==> config.mk <==
export PLATFORM = sky130hd
export DESIGN_NAME = estu_soc
export DESIGN_NICKNAME = d
export VERILOG_FILES = /design/src/rtl/estu_soc.sv
export SDC_FILE = /design/constraint.sdc
export NUM_CORES = 1
export LEC_CHECK = 0
export ABC_AREA = 1
export CAP_MARGIN = 20
export CORE_MARGIN = 4
export CORE_UTILIZATION = 53
export DETAILED_ROUTE_END_ITERATION = 10
export GPL_TIMING_DRIVEN = 0
export PLACE_DENSITY_LB_ADDON = 0.3
export SLEW_MARGIN = 25
export SYNTH_ARGS = -nofsm -noshare
export SYNTH_HDL_FRONTEND = slang
export SYNTH_SLANG_ARGS = --single-unit
==> constraint.sdc <==
create_clock -name i_clk -period 1.9 [get_ports i_clk]
set_input_delay 0.19 -clock i_clk [delete_from_list [all_inputs] [get_ports i_clk]]
set_output_delay 0.19 -clock i_clk [all_outputs]
set_load 0.03 [all_outputs]
==> src/rtl/estu_soc.sv <==
// Boot streamer: reads BOOT_LEN bytes from SPI flash at FLASH_BASE and sends them out on an 8N1 UART.
// Optional macro SOC_RX_ECHO_EN adds a UART receiver whose bytes are echoed on o_txd once booting is done.
module estu_soc #(
  parameter int unsigned CLK_FREQ_HZ = 12000000,
  parameter int unsigned BAUD_RATE   = 3000000,
  parameter logic [23:0] FLASH_BASE  = 24'h100000,
  parameter int unsigned BOOT_LEN    = 16
) (
  input  logic       i_clk,
  input  logic       i_rst,
  input  logic       i_rxd,
  input  logic [2:0] buttons,
  output logic [3:0] led,
  output logic       o_txd,
  input  logic       i_flash_miso,
  output logic       o_flash_sck,
  output logic       o_flash_ss,
  output logic       o_flash_mosi
);

  localparam int unsigned DIV      = CLK_FREQ_HZ / BAUD_RATE;
  localparam logic [15:0] DIV_LAST = 16'(DIV - 1);
  localparam logic [15:0] LEN      = 16'(BOOT_LEN);
  localparam logic [31:0] CMD_WORD = {8'h03, FLASH_BASE};

  typedef enum logic [2:0] {S_IDLE, S_CMD, S_READ, S_TX, S_DONE} state_t;

  state_t      state_q, state_d;
  logic [4:0]  bit_q, bit_d;
  logic        sck_q, sck_d;
  logic        ss_q, ss_d;
  logic        mosi_q, mosi_d;
  logic        txd_q, txd_d;
  logic [1:0]  led_hi_q, led_hi_d;
  logic [1:0]  led_lo_q, led_lo_d;
  logic [31:0] cmd_sr_q, cmd_sr_d;
  logic [7:0]  rd_sr_q, rd_sr_d;
  logic [7:0]  byte_q, byte_d;
  logic [8:0]  frame_q, frame_d;
  logic [15:0] baud_q, baud_d;
  logic [15:0] cnt_q, cnt_d;
  logic [15:0] cnt_inc;
  logic [1:0]  btn_s1_q, btn_s2_q;
  logic        btn0_prev_q;
  logic        btn0_rise;
  logic        start_cmd;

`ifdef SOC_RX_ECHO_EN
  localparam logic [15:0] HALF_LAST = 16'(DIV / 2 - 1);

  typedef enum logic [1:0] {RX_IDLE, RX_START, RX_DATA, RX_STOP} rx_state_t;

  rx_state_t   rx_state_q, rx_state_d;
  logic        rx_s1_q, rx_s2_q;
  logic [15:0] rx_cnt_q, rx_cnt_d;
  logic [2:0]  rx_bit_q, rx_bit_d;
  logic [7:0]  rx_sr_q, rx_sr_d;
  logic        rx_done;
  logic [7:0]  pend_q, pend_d;
  logic        pend_valid_q, pend_valid_d;
  logic        echo_busy_q, echo_busy_d;
  logic        unused_btn;
  assign unused_btn = buttons[2];
`else
  logic        unused_in;
  assign unused_in = buttons[2] ^ i_rxd;
`endif

  assign btn0_rise = btn_s2_q[0] & ~btn0_prev_q;

  always_comb begin
    state_d   = state_q;
    bit_d     = bit_q;
    sck_d     = sck_q;
    ss_d      = ss_q;
    mosi_d    = mosi_q;
    txd_d     = txd_q;
    led_hi_d  = led_hi_q;
    cmd_sr_d  = cmd_sr_q;
    rd_sr_d   = rd_sr_q;
    byte_d    = byte_q;
    frame_d   = frame_q;
    baud_d    = baud_q;
    cnt_d     = cnt_q;
    cnt_inc   = cnt_q + 16'd1;
    start_cmd = 1'b0;
`ifdef SOC_RX_ECHO_EN
    rx_state_d   = rx_state_q;
    rx_cnt_d     = rx_cnt_q;
    rx_bit_d     = rx_bit_q;
    rx_sr_d      = rx_sr_q;
    rx_done      = 1'b0;
    pend_d       = pend_q;
    pend_valid_d = pend_valid_q;
    echo_busy_d  = echo_busy_q;

    case (rx_state_q)
      RX_IDLE: if (!rx_s2_q) begin
        rx_state_d = RX_START;
        rx_cnt_d   = '0;
      end
      RX_START: if (rx_cnt_q == HALF_LAST) begin
        rx_cnt_d   = '0;
        rx_bit_d   = '0;
        rx_state_d = rx_s2_q ? RX_IDLE : RX_DATA;
      end else rx_cnt_d = rx_cnt_q + 16'd1;
      RX_DATA: if (rx_cnt_q == DIV_LAST) begin
        rx_cnt_d = '0;
        rx_sr_d  = {rx_s2_q, rx_sr_q[7:1]};
        rx_bit_d = rx_bit_q + 3'd1;
        if (rx_bit_q == 3'd7) rx_state_d = RX_STOP;
      end else rx_cnt_d = rx_cnt_q + 16'd1;
      RX_STOP: if (rx_cnt_q == DIV_LAST) begin
        rx_state_d = RX_IDLE;
        rx_done    = rx_s2_q;
      end else rx_cnt_d = rx_cnt_q + 16'd1;
      default: rx_state_d = RX_IDLE;
    endcase
`endif

    case (state_q)
      S_IDLE: start_cmd = 1'b1;
      S_CMD: begin
        sck_d = ~sck_q;
        // MOSI only advances on the edge that drops SCK
        if (sck_q) begin
          if (bit_q == 5'd31) begin
            state_d = S_READ;
            bit_d   = '0;
            mosi_d  = 1'b0;
          end else begin
            bit_d    = bit_q + 5'd1;
            mosi_d   = cmd_sr_q[30];
            cmd_sr_d = {cmd_sr_q[30:0], 1'b0};
          end
        end
      end
      S_READ: begin
        sck_d = ~sck_q;
        if (sck_q) begin
          rd_sr_d = {rd_sr_q[6:0], i_flash_miso};
          if (bit_q == 5'd7) begin
            state_d = S_TX;
            byte_d  = {rd_sr_q[6:0], i_flash_miso};
            frame_d = {1'b1, rd_sr_q[6:0], i_flash_miso};
            txd_d   = 1'b0;
            bit_d   = '0;
            baud_d  = '0;
          end else begin
            bit_d = bit_q + 5'd1;
          end
        end
      end
      S_TX: begin
        if (baud_q != DIV_LAST) begin
          baud_d = baud_q + 16'd1;
        end else if (bit_q == 5'd9) begin
          // Stop bit complete; buttons[1] parks the stream here with the line idle
          led_hi_d = byte_q[1:0];
          if (!btn_s2_q[1]) begin
            cnt_d = cnt_inc;
            bit_d = '0;
            if (cnt_inc < LEN) begin
              state_d = S_READ;
            end else begin
              state_d = S_DONE;
              ss_d    = 1'b1;
            end
          end
        end else begin
          baud_d  = '0;
          bit_d   = bit_q + 5'd1;
          txd_d   = frame_q[0];
          frame_d = {1'b1, frame_q[8:1]};
        end
      end
      S_DONE: begin
`ifdef SOC_RX_ECHO_EN
        if (echo_busy_q) begin
          if (baud_q != DIV_LAST) begin
            baud_d = baud_q + 16'd1;
          end else if (bit_q == 5'd9) begin
            echo_busy_d = 1'b0;
            led_hi_d    = byte_q[1:0];
          end else begin
            baud_d  = '0;
            bit_d   = bit_q + 5'd1;
            txd_d   = frame_q[0];
            frame_d = {1'b1, frame_q[8:1]};
          end
        end else if (pend_valid_q) begin
          byte_d       = pend_q;
          frame_d      = {1'b1, pend_q};
          txd_d        = 1'b0;
          bit_d        = '0;
          baud_d       = '0;
          echo_busy_d  = 1'b1;
          pend_valid_d = 1'b0;
        end
        if (rx_done) begin
          pend_d       = rx_sr_q;
          pend_valid_d = 1'b1;
        end
`endif
        if (btn0_rise) start_cmd = 1'b1;
      end
      default: state_d = S_IDLE;
    endcase

    if (start_cmd) begin
      state_d  = S_CMD;
      ss_d     = 1'b0;
      sck_d    = 1'b0;
      bit_d    = '0;
      cmd_sr_d = CMD_WORD;
      mosi_d   = CMD_WORD[31];
      cnt_d    = '0;
      txd_d    = 1'b1;
`ifdef SOC_RX_ECHO_EN
      echo_busy_d  = 1'b0;
      pend_valid_d = 1'b0;
`endif
    end

    led_lo_d = {state_d == S_DONE,
                (state_d == S_CMD) || (state_d == S_READ) || (state_d == S_TX)};
  end

  always_ff @(posedge i_clk) begin
    if (i_rst) begin
      state_q     <= S_IDLE;
      bit_q       <= '0;
      sck_q       <= 1'b0;
      ss_q        <= 1'b1;
      mosi_q      <= 1'b0;
      txd_q       <= 1'b1;
      led_hi_q    <= '0;
      led_lo_q    <= '0;
      cmd_sr_q    <= '0;
      rd_sr_q     <= '0;
      byte_q      <= '0;
      frame_q     <= '0;
      baud_q      <= '0;
      cnt_q       <= '0;
      btn_s1_q    <= '0;
      btn_s2_q    <= '0;
      btn0_prev_q <= 1'b0;
    end else begin
      state_q     <= state_d;
      bit_q       <= bit_d;
      sck_q       <= sck_d;
      ss_q        <= ss_d;
      mosi_q      <= mosi_d;
      txd_q       <= txd_d;
      led_hi_q    <= led_hi_d;
      led_lo_q    <= led_lo_d;
      cmd_sr_q    <= cmd_sr_d;
      rd_sr_q     <= rd_sr_d;
      byte_q      <= byte_d;
      frame_q     <= frame_d;
      baud_q      <= baud_d;
      cnt_q       <= cnt_d;
      btn_s1_q    <= buttons[1:0];
      btn_s2_q    <= btn_s1_q;
      btn0_prev_q <= btn_s2_q[0];
    end
  end

`ifdef SOC_RX_ECHO_EN
  always_ff @(posedge i_clk) begin
    if (i_rst) begin
      rx_s1_q      <= 1'b1;
      rx_s2_q      <= 1'b1;
      rx_state_q   <= RX_IDLE;
      rx_cnt_q     <= '0;
      rx_bit_q     <= '0;
      rx_sr_q      <= '0;
      pend_q       <= '0;
      pend_valid_q <= 1'b0;
      echo_busy_q  <= 1'b0;
    end else begin
      rx_s1_q      <= i_rxd;
      rx_s2_q      <= rx_s1_q;
      rx_state_q   <= rx_state_d;
      rx_cnt_q     <= rx_cnt_d;
      rx_bit_q     <= rx_bit_d;
      rx_sr_q      <= rx_sr_d;
      pend_q       <= pend_d;
      pend_valid_q <= pend_valid_d;
      echo_busy_q  <= echo_busy_d;
    end
  end
`endif

  assign led          = {led_hi_q, led_lo_q};
  assign o_txd        = txd_q;
  assign o_flash_sck  = sck_q;
  assign o_flash_ss   = ss_q;
  assign o_flash_mosi = mosi_q;

endmodule

After elaboration in Yosys (flattened, before gate mapping)
Index checks and enable logic that the tools add are counted.
{ "classes": {"add_sub_neg": 3, "n_mul": 0, "n_div": 0, "magnitude_cmp": 1, "eq_ne": 23, "shift": 0, "mux": 46, "n_bitwise": 6, "n_reduce_logical": 23} }
{ "ops": {"columns": ["op", "n"], "rows": [
  ["2-to-1 mux 26 bit", 4],
  ["2-to-1 mux 16 bit", 4],
  ["2-to-1 mux 9 bit", 4],
  ["2-to-1 mux 5 bit", 7],
  ["adder 16 x 1 -> 16 bit (second input constant)", 2],
  ["case mux 16 bit (2 select lines)", 1],
  ["2-to-1 mux 3 bit", 9],
  ["case mux 9 bit (2 select lines)", 1],
  ["< comparator 16 x 5 -> 1 bit (second input constant)", 1],
  ["!= test 16 x 2 -> 1 bit (second input constant)", 1],
  ["!= test 2 bit (second input constant)", 8],
  ["case mux 5 bit (3 select lines)", 1],
  ["AND reduction 5 bit", 3],
  ["== test 3 x 2 -> 1 bit (second input constant)", 4],
  ["2-to-1 mux 1 bit", 12],
  ["case mux 3 bit (4 select lines)", 1],
  ["AND reduction 3 bit", 4],
  ["nonzero test 2 bit", 5],
  ["AND reduction 4 bit", 2],
  ["== test 3 x 1 -> 1 bit (second input constant)", 2],
  ["== test 3 bit (second input constant)", 2],
  ["!= test 3 bit (second input constant)", 2],
  ["OR reduction 2 bit", 3],
  ["adder 5 x 1 -> 5 bit (second input constant)", 1],
  ["11 further kinds", 18]
]} }
{ "totals": {"register_bits": 82, "latch_bits": 0, "ramBits": 0, "mem_bits_ro": 0, "input_bits": 7, "output_inout_bits": 8, "elab_cells": 120, "n_memories": 0} }

Logic depth before layout (Yosys ltp)
Gate-level depths: netlist of run 1.
{ "depth": {"depth_word": 11, "depth_mapped": 14, "mapped_depth_nobuf": 14} }

Worst setup path after synthesis of run 1
Ideal clock, no wire load.
{ "synth_path": {"kind": "register to register", "startpoint": "register sck_q (netlist: o_flash_sck)", "endpoint": "register frame_q[6]", "setup_ps": 116, "arrival_time_ps": 1575, "t_required_ps": 1784, "path_slack_ps": 209, "path_stages_with_launch": 12, "path_buffers": 1, "synth_period_minus_slack_ps": 1691, "path_cell_list": "dfxtp_1 > inv_1 > nor2_8 > inv_4 > nor2_8 > nor2_4 > inv_4 > nand2_8 > clkinv_8 > buf_12 > nand3_2 > o211a_1"} }
{ "synth_between": {"elab_chain_cells": 2} }
{ "synth_lines": {"columns": ["item", "line_no", "source"], "rows": [
  ["from (decl)", "30", "logic sck_q, sck_d;"],
  ["from (signal assigned)", "251", "sck_q <= sck_d;"],
  ["!= test 2 bit (no line)", null, null],
  ["AND reduction 5 bit (no line)", null, null],
  ["to (signal assigned)", "260", "frame_q <= frame_d;"],
  ["to (decl)", "39", "logic [8:0] frame_q, frame_d;"]
]} }
No other way between the ends.
A chain may end at the register's enable or synchronous reset.

Final worst setup path of run 1
{ "layout_path": {"startpoint": "register bit_q[0]", "endpoint": "register frame_q[6]"} }
{ "layout_between": {"elab_chain_cells": 3, "word_cells_on_any_way": 5, "cone_classes": "eq/ne (4); reduce/logical (1)"} }
{ "layout_lines": {"columns": ["item", "line_no", "source"], "rows": [
  ["from (decl)", "29", "logic [4:0] bit_q, bit_d;"],
  ["from (signal assigned)", "250", "bit_q <= bit_d;"],
  ["== test 5 x 4 -> 1 bit or == test 5 x 3 -> 1 bit (tied branches)", "157, 142", null],
  ["!= test 2 bit (no line)", null, null],
  ["AND reduction 5 bit (no line) *", null, null]
]} }
Every way passes the cells marked *; elsewhere a longest branch is shown, timed or not.

==> flow_summary_export.csv, run 1 <==
group,metric,value,unit
status,status,"complete, no violations",
drt,drt-wirelength-per-cell,13.4,um
sta,period_needed,1.77,ns
setup_path,end_kind,"flop",
place,preCtsSetupSlack,-0.171,ns
sta,post-route-period-util,93.3,%
layout,nets,601,
sta,slew_headroom,62.2,%
synthesis,synth_edf_count,0,
sta,worst_pin_slew,0.567,ns
power_and_ir_drop,cellPowerDensity,713,mW/mm2
sta,finalSetupViolations,0,
synthesis,ys_seq_area_share,40.6,%
worst_hold_path,whs_path_depth,3,
power_and_ir_drop,ir_drop,0.506,mV
drt,wl,9270,um
power_and_ir_drop,power.share.switching,24.1,%
layout,drive_gt1_share,16.2,%
synthesis,synth_top_cell_by_area,"dfxtp_1",
die,num_rows,31,
synthesis,synth_fp_nets,575,
clock_tree,cts_buffers,9,
power_and_ir_drop,pwr-share-comb,4.5,%
setup_path,rr_startpoint,"bit_q[0]",
sta,finalSetupTns,0,ns
setup_path,worst-setup-path-type,"reg2reg",
place,place.gp.congestion,0.928,
setup_path,cp.arrival,2.04,ns
worst_hold_path,min_to,"btn_s1_q[1]",
synthesis,ys_types,39,
global_routing,antenna_found_initial,0,
die,start_util,55.1,%
global_routing,busiest_layer,"met2",
flow_run,max_cap_viol_count,0,
drt,drtIter0Drc,219,
sta,hold_viol,0,
synthesis,synth_top_family_by_area,"simple AND/OR/NAND/NOR gates",
power_and_ir_drop,clkPwrFrac,43.3,%
clock_tree,htreeDepth,3,
global_routing,grt_overflow,0,
synthesis,synth-compound-area-share,16.0,%
synthesis,syn_area,0.00404,mm2
clock_tree,cts_tree,"done",
layout,syn_to_final_growth,15.9,%
sta,setup_ws,0.127,ns
worst_hold_path,hold_start,"buttons[1]",
synthesis,synth_area_per_cell,7.18,um2
sta,rsz0062_at_grt,"yes",
setup_path,start_kind,"flop",
setup_path,worst_ep_required_time,2.16,ns
synthesis,synth_common_cells,"nand2_1, dfxtp_1, nor2_1",
global_routing,grt_max_degree,16,
clock_tree,clockBufferDepth,2,
synthesis,netlist.area_leader.share,40.6,%
die,die-area,0.00908,mm2
die,die_w,95.3,um
drt,dr.pass1.iters,8,
place,hpwl,6470,um
clock_tree,clkLatencyLatePin,0.37,ns
drt,drc,0,
die,die_h,95.3,um
layout,antenna_cells,0,
die,core_area,0.00733,mm2
drt,vias_per_cell,5.47,
synthesis,synth_mux_area_share,0,%
drt,via_count,3789,
synthesis,synthAdderAreaFrac,1.55,%
layout,post-route-util,63.9,%
global_routing,grt_util_met1,28.1,%
synthesis,async_flop_share,0,%
synthesis,ys_ff_latch,82,
synthesis,yosysMostFrequentCell,"nand2_1",
clock_tree,cts.sinks,82,
synthesis,synth_area_leaders,"dfxtp_1, nand2_1, o21ai_0",
sta,fmax,564,MHz
setup_path,timing.rr.end,"frame_q[6]",
place,placed_area,0.00428,mm2
power_and_ir_drop,internal_power,2.53,mW
setup_path,r2r_slack,0.13,ns
drt,postRouteAntennaNets,0,
setup_path,r2r_cells,11,
global_routing,use_met3,3.31,%
global_routing,grt_usage,21.8,%
die,pin_count,15,
worst_hold_path,min_path_type,"in2reg",
global_routing,grt_pass1_vias,3504,
synthesis,synthCells,563,
global_routing,grt_use_met2,36.4,%
synthesis,synth_ff_type,"dfxtp_1",
clock_tree,clockRootBuffer,"clkbuf_8",
power_and_ir_drop,p_switching,0.804,mW
clock_tree,clk_pin_slew,0.09,ns
synthesis,ys_warn_count,0,
layout,fin_area,0.00468,mm2
sta,maxSlewViolCount,0,
power_and_ir_drop,p_leak,1.80,nW
setup_path,critPathMaxFanout,10,
synthesis,synth-simple-area-share,32.0,%
synthesis,synth_xor_area_share,0.650,%
clock_tree,cts.hold.buffers_added,0,
place,dp_cells,674,
layout,stdcell_count,693,
place,io_buffers,12,
global_routing,grt_pass1_wl,15800,um
sta,finClkSkew,0.0121,ns
power_and_ir_drop,seqPwrFrac,52.2,%
power groups by stage:
stage | logic [mW] | clock network, mW | registers (mW)
3_3_place_gp | 0.136 | 0 | 1.79
5_1_grt | 0.167 | 1.55 | 1.75
6_report | 0.150 | 1.45 | 1.74
3_5_place_dp | 0.138 | 0 | 1.79
2_1_floorplan | 0.0826 | 0 | 1.79
4_1_cts | 0.140 | 1.46 | 1.75
stage by stage:
step	hold slack (ns)	power, mW
2_1_floorplan	0.297	1.88
3_3_place_gp	0.397	1.92
3_5_place_dp	0.402	1.92
4_1_cts	0.341	3.35
5_1_grt	0.364	3.46
6_report	0.349	3.34
how the worst max path moves through the flow:
| stage | start | depth (start not counted) | to |
|---|---|---|---|
| final | bit_q[0] | 11 | frame_q[6] |
| after global routing | bit_q[0] | 11 | led_lo_q[0] |
| after CTS | cnt_q[0] | 14 | led_lo_q[1] |
| after detailed placement | state_q[2] | 7 | cnt_q[10] |
| after global placement | state_q[2] | 7 | cnt_q[11] |
| after floorplan | o_flash_sck | 11 | frame_q[6] |
state kept, by name, indices dropped and copies added, names as in the netlist:
register and cells:
state_q 3, led_hi_q 2, o_flash_ss 1, frame_q 9, baud_q 16, bit_q 5
o_txd 1, rd_sr_q 7, btn_s1_q 2, cmd_sr_q 11, cnt_q 16, o_flash_mosi 1
led_lo_q 2, o_flash_sck 1, byte_q 2, btn0_prev_q 1, btn_s2_q 2
cell families after synthesis:
kind of cell | Yosys count
adder cells (fa/ha/maj) | 5
flip-flops | 82
AO/OA/AOI/OAI | 123
AND/OR/NAND/NOR | 263
buffers and inverters | 87
XOR/XNOR | 3
critical path, cell delays in order (launching register included):
cell and delay [ns]:
dfxtp_4 0.37, ha_1 0.21, nand2_1 0.13, nor3_2 0.06
inv_2 0.13, nor2_8 0.07, nor2_4 0.14, inv_4 0.06
nand2_8 0.11, clkinv_8 0.07, buf_12 0.13, o211a_1 0.20
final cells by class:
type | instances | area, um2
Clock inverter | 7 | 100
Clock buffer | 9 | 124
Tap cell | 99 | 124
Inverter | 74 | 298
Fill cell | 642 | 2650
Timing Repair Buffer | 15 | 143
Sequential cell | 82 | 1660
Multi-Input combinational cell | 394 | 2150
Buffer | 13 | 83.8
routing by layer:
layer	vias up	part of all wire [%]	routed length, um
met5	-	0	0
met4	0	1.9	172
met3	19	4.6	424
met2	93	48	4480
met1	1779	45	4200
li1	1898	-	-
what timing repair did:
| item | in CTS | in global routing |
|---|---|---|
| resized for setup | 11 | 44 |
| endpoints found under the setup margin | 26 | 58 |
| buffers inserted | 0 | 3 |
| pin swaps | 1 | 8 |
cells in the final DEF, fill, tap and decap left out, types with 4 or more instances in the layout:
cell type,instances
nand2_1,93
nor2_1,74
dfxtp_1,71
inv_1,61
o21ai_0,60
a21oi_1,43
nand3_1,34
clkdlybuf4s50_1,12
nand4_1,11
nor2_4,10
inv_2,9
clkbuf_8,9
a31oi_1,8
dfxtp_2,8
nor2_2,7
nand3b_1,5
buf_4,5
nand2_4,4
o21ai_1,4
clkbuf_1,4
(Power assumes the default switching activity.)
==> run 2, diff against run 1 <==
--- a/config.mk
+++ b/config.mk
@@ -9,9 +9,11 @@
 export CAP_MARGIN = 20
 export CORE_MARGIN = 4
 export CORE_UTILIZATION = 53
+export CTS_BUF_LIST = sky130_fd_sc_hd__clkbuf_4 sky130_fd_sc_hd__clkbuf_8 sky130_fd_sc_hd__clkbuf_16
 export DETAILED_ROUTE_END_ITERATION = 10
 export GPL_TIMING_DRIVEN = 0
 export PLACE_DENSITY_LB_ADDON = 0.3
+export REMOVE_ABC_BUFFERS = 1
 export SLEW_MARGIN = 25
 export SYNTH_ARGS = -nofsm -noshare
 export SYNTH_HDL_FRONTEND = slang
==> flow_summary_export.csv, run 2 (synthesis gave the netlist of run 1 again) <==
group,metric,value,unit
clock_tree,cts.sinks,82,
power_and_ir_drop,cellPowerDensity,749,mW/mm2
die,num_rows,31,
sta,worst_pin_slew,0.648,ns
die,die-area,0.00908,mm2
layout,syn_to_final_growth,18.7,%
sta,rsz0062_at_grt,"yes",
worst_hold_path,hold_start,"i_rst",
layout,reg.largest.list,"baud_q: 16 flops, cnt_q: 16 flops, cmd_sr_q: 11 flops",
clock_tree,htreeDepth,3,
global_routing,grt_usage,20.9,%
layout,stdcell_count,698,
sta,finClkSkew,0.00787,ns
sta,hold_ws,0.320,ns
power_and_ir_drop,p_leak,1.88,nW
sta,period_needed,1.80,ns
clock_tree,cts_tree,"done",
sta,fmax,556,MHz
clock_tree,clk_pin_slew,0.08,ns
clock_tree,clkLatencyLatePin,0.36,ns
setup_path,end_kind,"flop",
sta,setup_ws,0.102,ns
global_routing,grt_pass1_vias,3427,
die,pin_count,15,
place,hpwl,5810,um
place,dp_cells,661,
setup_path,critPathMaxFanout,6,
global_routing,grt_max_degree,24,
place,io_buffers,12,
layout,antenna_cells,0,
drt,drtIter0Drc,158,
status,status,"complete, no violations",
setup_path,path_cells,"nand2_1 > nor2_4 > nand3_1 > nand2_1 > nand2_1 > nor2_1 > nand2_1 > nor2_2 > nand2_1 > nand2_2 > nand2_1 > nand2_1 > nand2_1",
setup_path,worst_ep_required_time,2.13,ns
sta,maxSlewViolCount,0,
worst_hold_path,min_path_type,"in2reg",
setup_path,cpMostUsedCell,"nand2_1",
power_and_ir_drop,seqPwrFrac,48.6,%
clock_tree,cts_buffers,9,
sta,finalSetupTns,0,ns
setup_path,cp.arrival,2.02,ns
setup_path,rr_startpoint,"cnt_q[3]",
sta,finalSetupViolations,0,
power_and_ir_drop,ir_drop,0.730,mV
sta,hold_viol,0,
global_routing,grt_pass1_wl,15000,um
power_and_ir_drop,p_switching,0.766,mW
drt,postRouteAntennaNets,0,
sta,post-route-period-util,94.6,%
place,preCtsSetupSlack,-0.952,ns
sta,slew_headroom,56.7,%
die,die_h,95.3,um
layout,final_common_cell,"nand2_1",
global_routing,grt_overflow,0,
setup_path,worst-setup-path-type,"reg2reg",
drt,wl,9190,um
drt,drt-wirelength-per-cell,13.2,um
place,place.gp.congestion,0.874,
drt,via_count,3751,
layout,drive_gt1_share,16.5,%
setup_path,cpPeakStageDelay,0.44,ns
global_routing,antenna_found_initial,0,
setup_path,cp-startpoint,"cnt_q[3]",
power_and_ir_drop,clkPwrFrac,47.4,%
die,die_w,95.3,um
die,start_util,55.1,%
power_and_ir_drop,power.share.switching,21.3,%
setup_path,cp_slowest_cell,"dfxtp_1",
drt,dr.pass1.iters,5,
layout,layout_common_cells,"nand2_1, dfxtp_1, nor2_1, inv_1, o21ai_0",
clock_tree,clockRootBuffer,"clkbuf_8",
power_and_ir_drop,internal_power,2.83,mW
clock_tree,clockBufferDepth,2,
die,core_area,0.00733,mm2
layout,post-route-util,65.4,%
layout,nets,606,
flow_run,max_cap_viol_count,0,
drt,drc,0,
power_and_ir_drop,pwr-share-comb,4.0,%
layout,fillers,615,
drt,vias_per_cell,5.37,
setup_path,start_kind,"flop",
==> run 2: changes by cell type in the layout (fill, tap and decap cells not counted), sizes merged <==
cell / delta
bufinv: +2
nor2: +3
clkdlybuf4s50: -1
clkbuf: -5
clkinvlp: +1
clkinv: -3
inv: -1
buf: +9
==> run 2: final cells by class <==
class,instances,area (um2),share of cell area (%)
multi-input cells,397,2170,45.2
flip-flops and latches,82,1650,34.5
inverters,74,298,6.21
repair buffers,30,279,5.82
clock buffers,10,138,2.87
clock inverters,6,136,2.84
well taps,99,124,2.58
==> run 2: per-layer routing <==
layer / wire (um) / track usage (%) / up-vias
met5: 0 / 0 / -
met4: 177 / 7.81 / 0
li1: - / - / 1917
met3: 478 / 5.45 / 18
met1: 4070 / 24.7 / 1729
met2: 4470 / 36.0 / 87
==> run 2: power by group through the flow <==
stage | sequential [mW] | clock (mW) | combinational (mW)
after floorplan | 1.79 | 0 | 0.0748
after global placement | 1.79 | 0 | 0.129
after detailed placement | 1.79 | 0 | 0.133
after CTS | 1.75 | 1.72 | 0.139
after global routing | 1.75 | 1.79 | 0.159
final | 1.74 | 1.70 | 0.144
==> run 2: path summary, 6_finish.rpt <==
| kind | to | slack, ns | cells after the start |
|---|---|---|---|
| setup / recovery | o_flash_ss | 0.10 | 13 |
| hold / removal | btn_s2_q[1] | 0.32 | 2 |
| setup reg to reg | o_flash_ss | 0.10 | 13 |
| hold reg to reg | btn_s2_q[0] | 0.42 | 2 |
==> run 2: worst max-delay path: cells and delay by family, from the launching register on <==
| family | cells | cell delay (ns) |
|---|---|---|
| AND/OR/NAND/NOR | 13 | 1.22 |
| flip-flops | 1 | 0.44 |
==> run 2: what timing repair did <==
item / 4_1_cts / 5_1_grt
hold buffers: 0 / 0
cloned: 3 / 0
buffers inserted: 5 / 13
setup endpoints to repair: 73 / 56
gates resized for setup: 11 / 32
pin swaps: 4 / 14
==> run 2: per-stage QoR <==
stage | cell area, um2 | power (mW)
5_1_grt | 4790 | 3.70
2_1_floorplan | 3960 | 1.87
6_report | 4790 | 3.59
3_3_place_gp | 4210 | 1.91
3_5_place_dp | 4210 | 1.92
4_1_cts | 4580 | 3.61
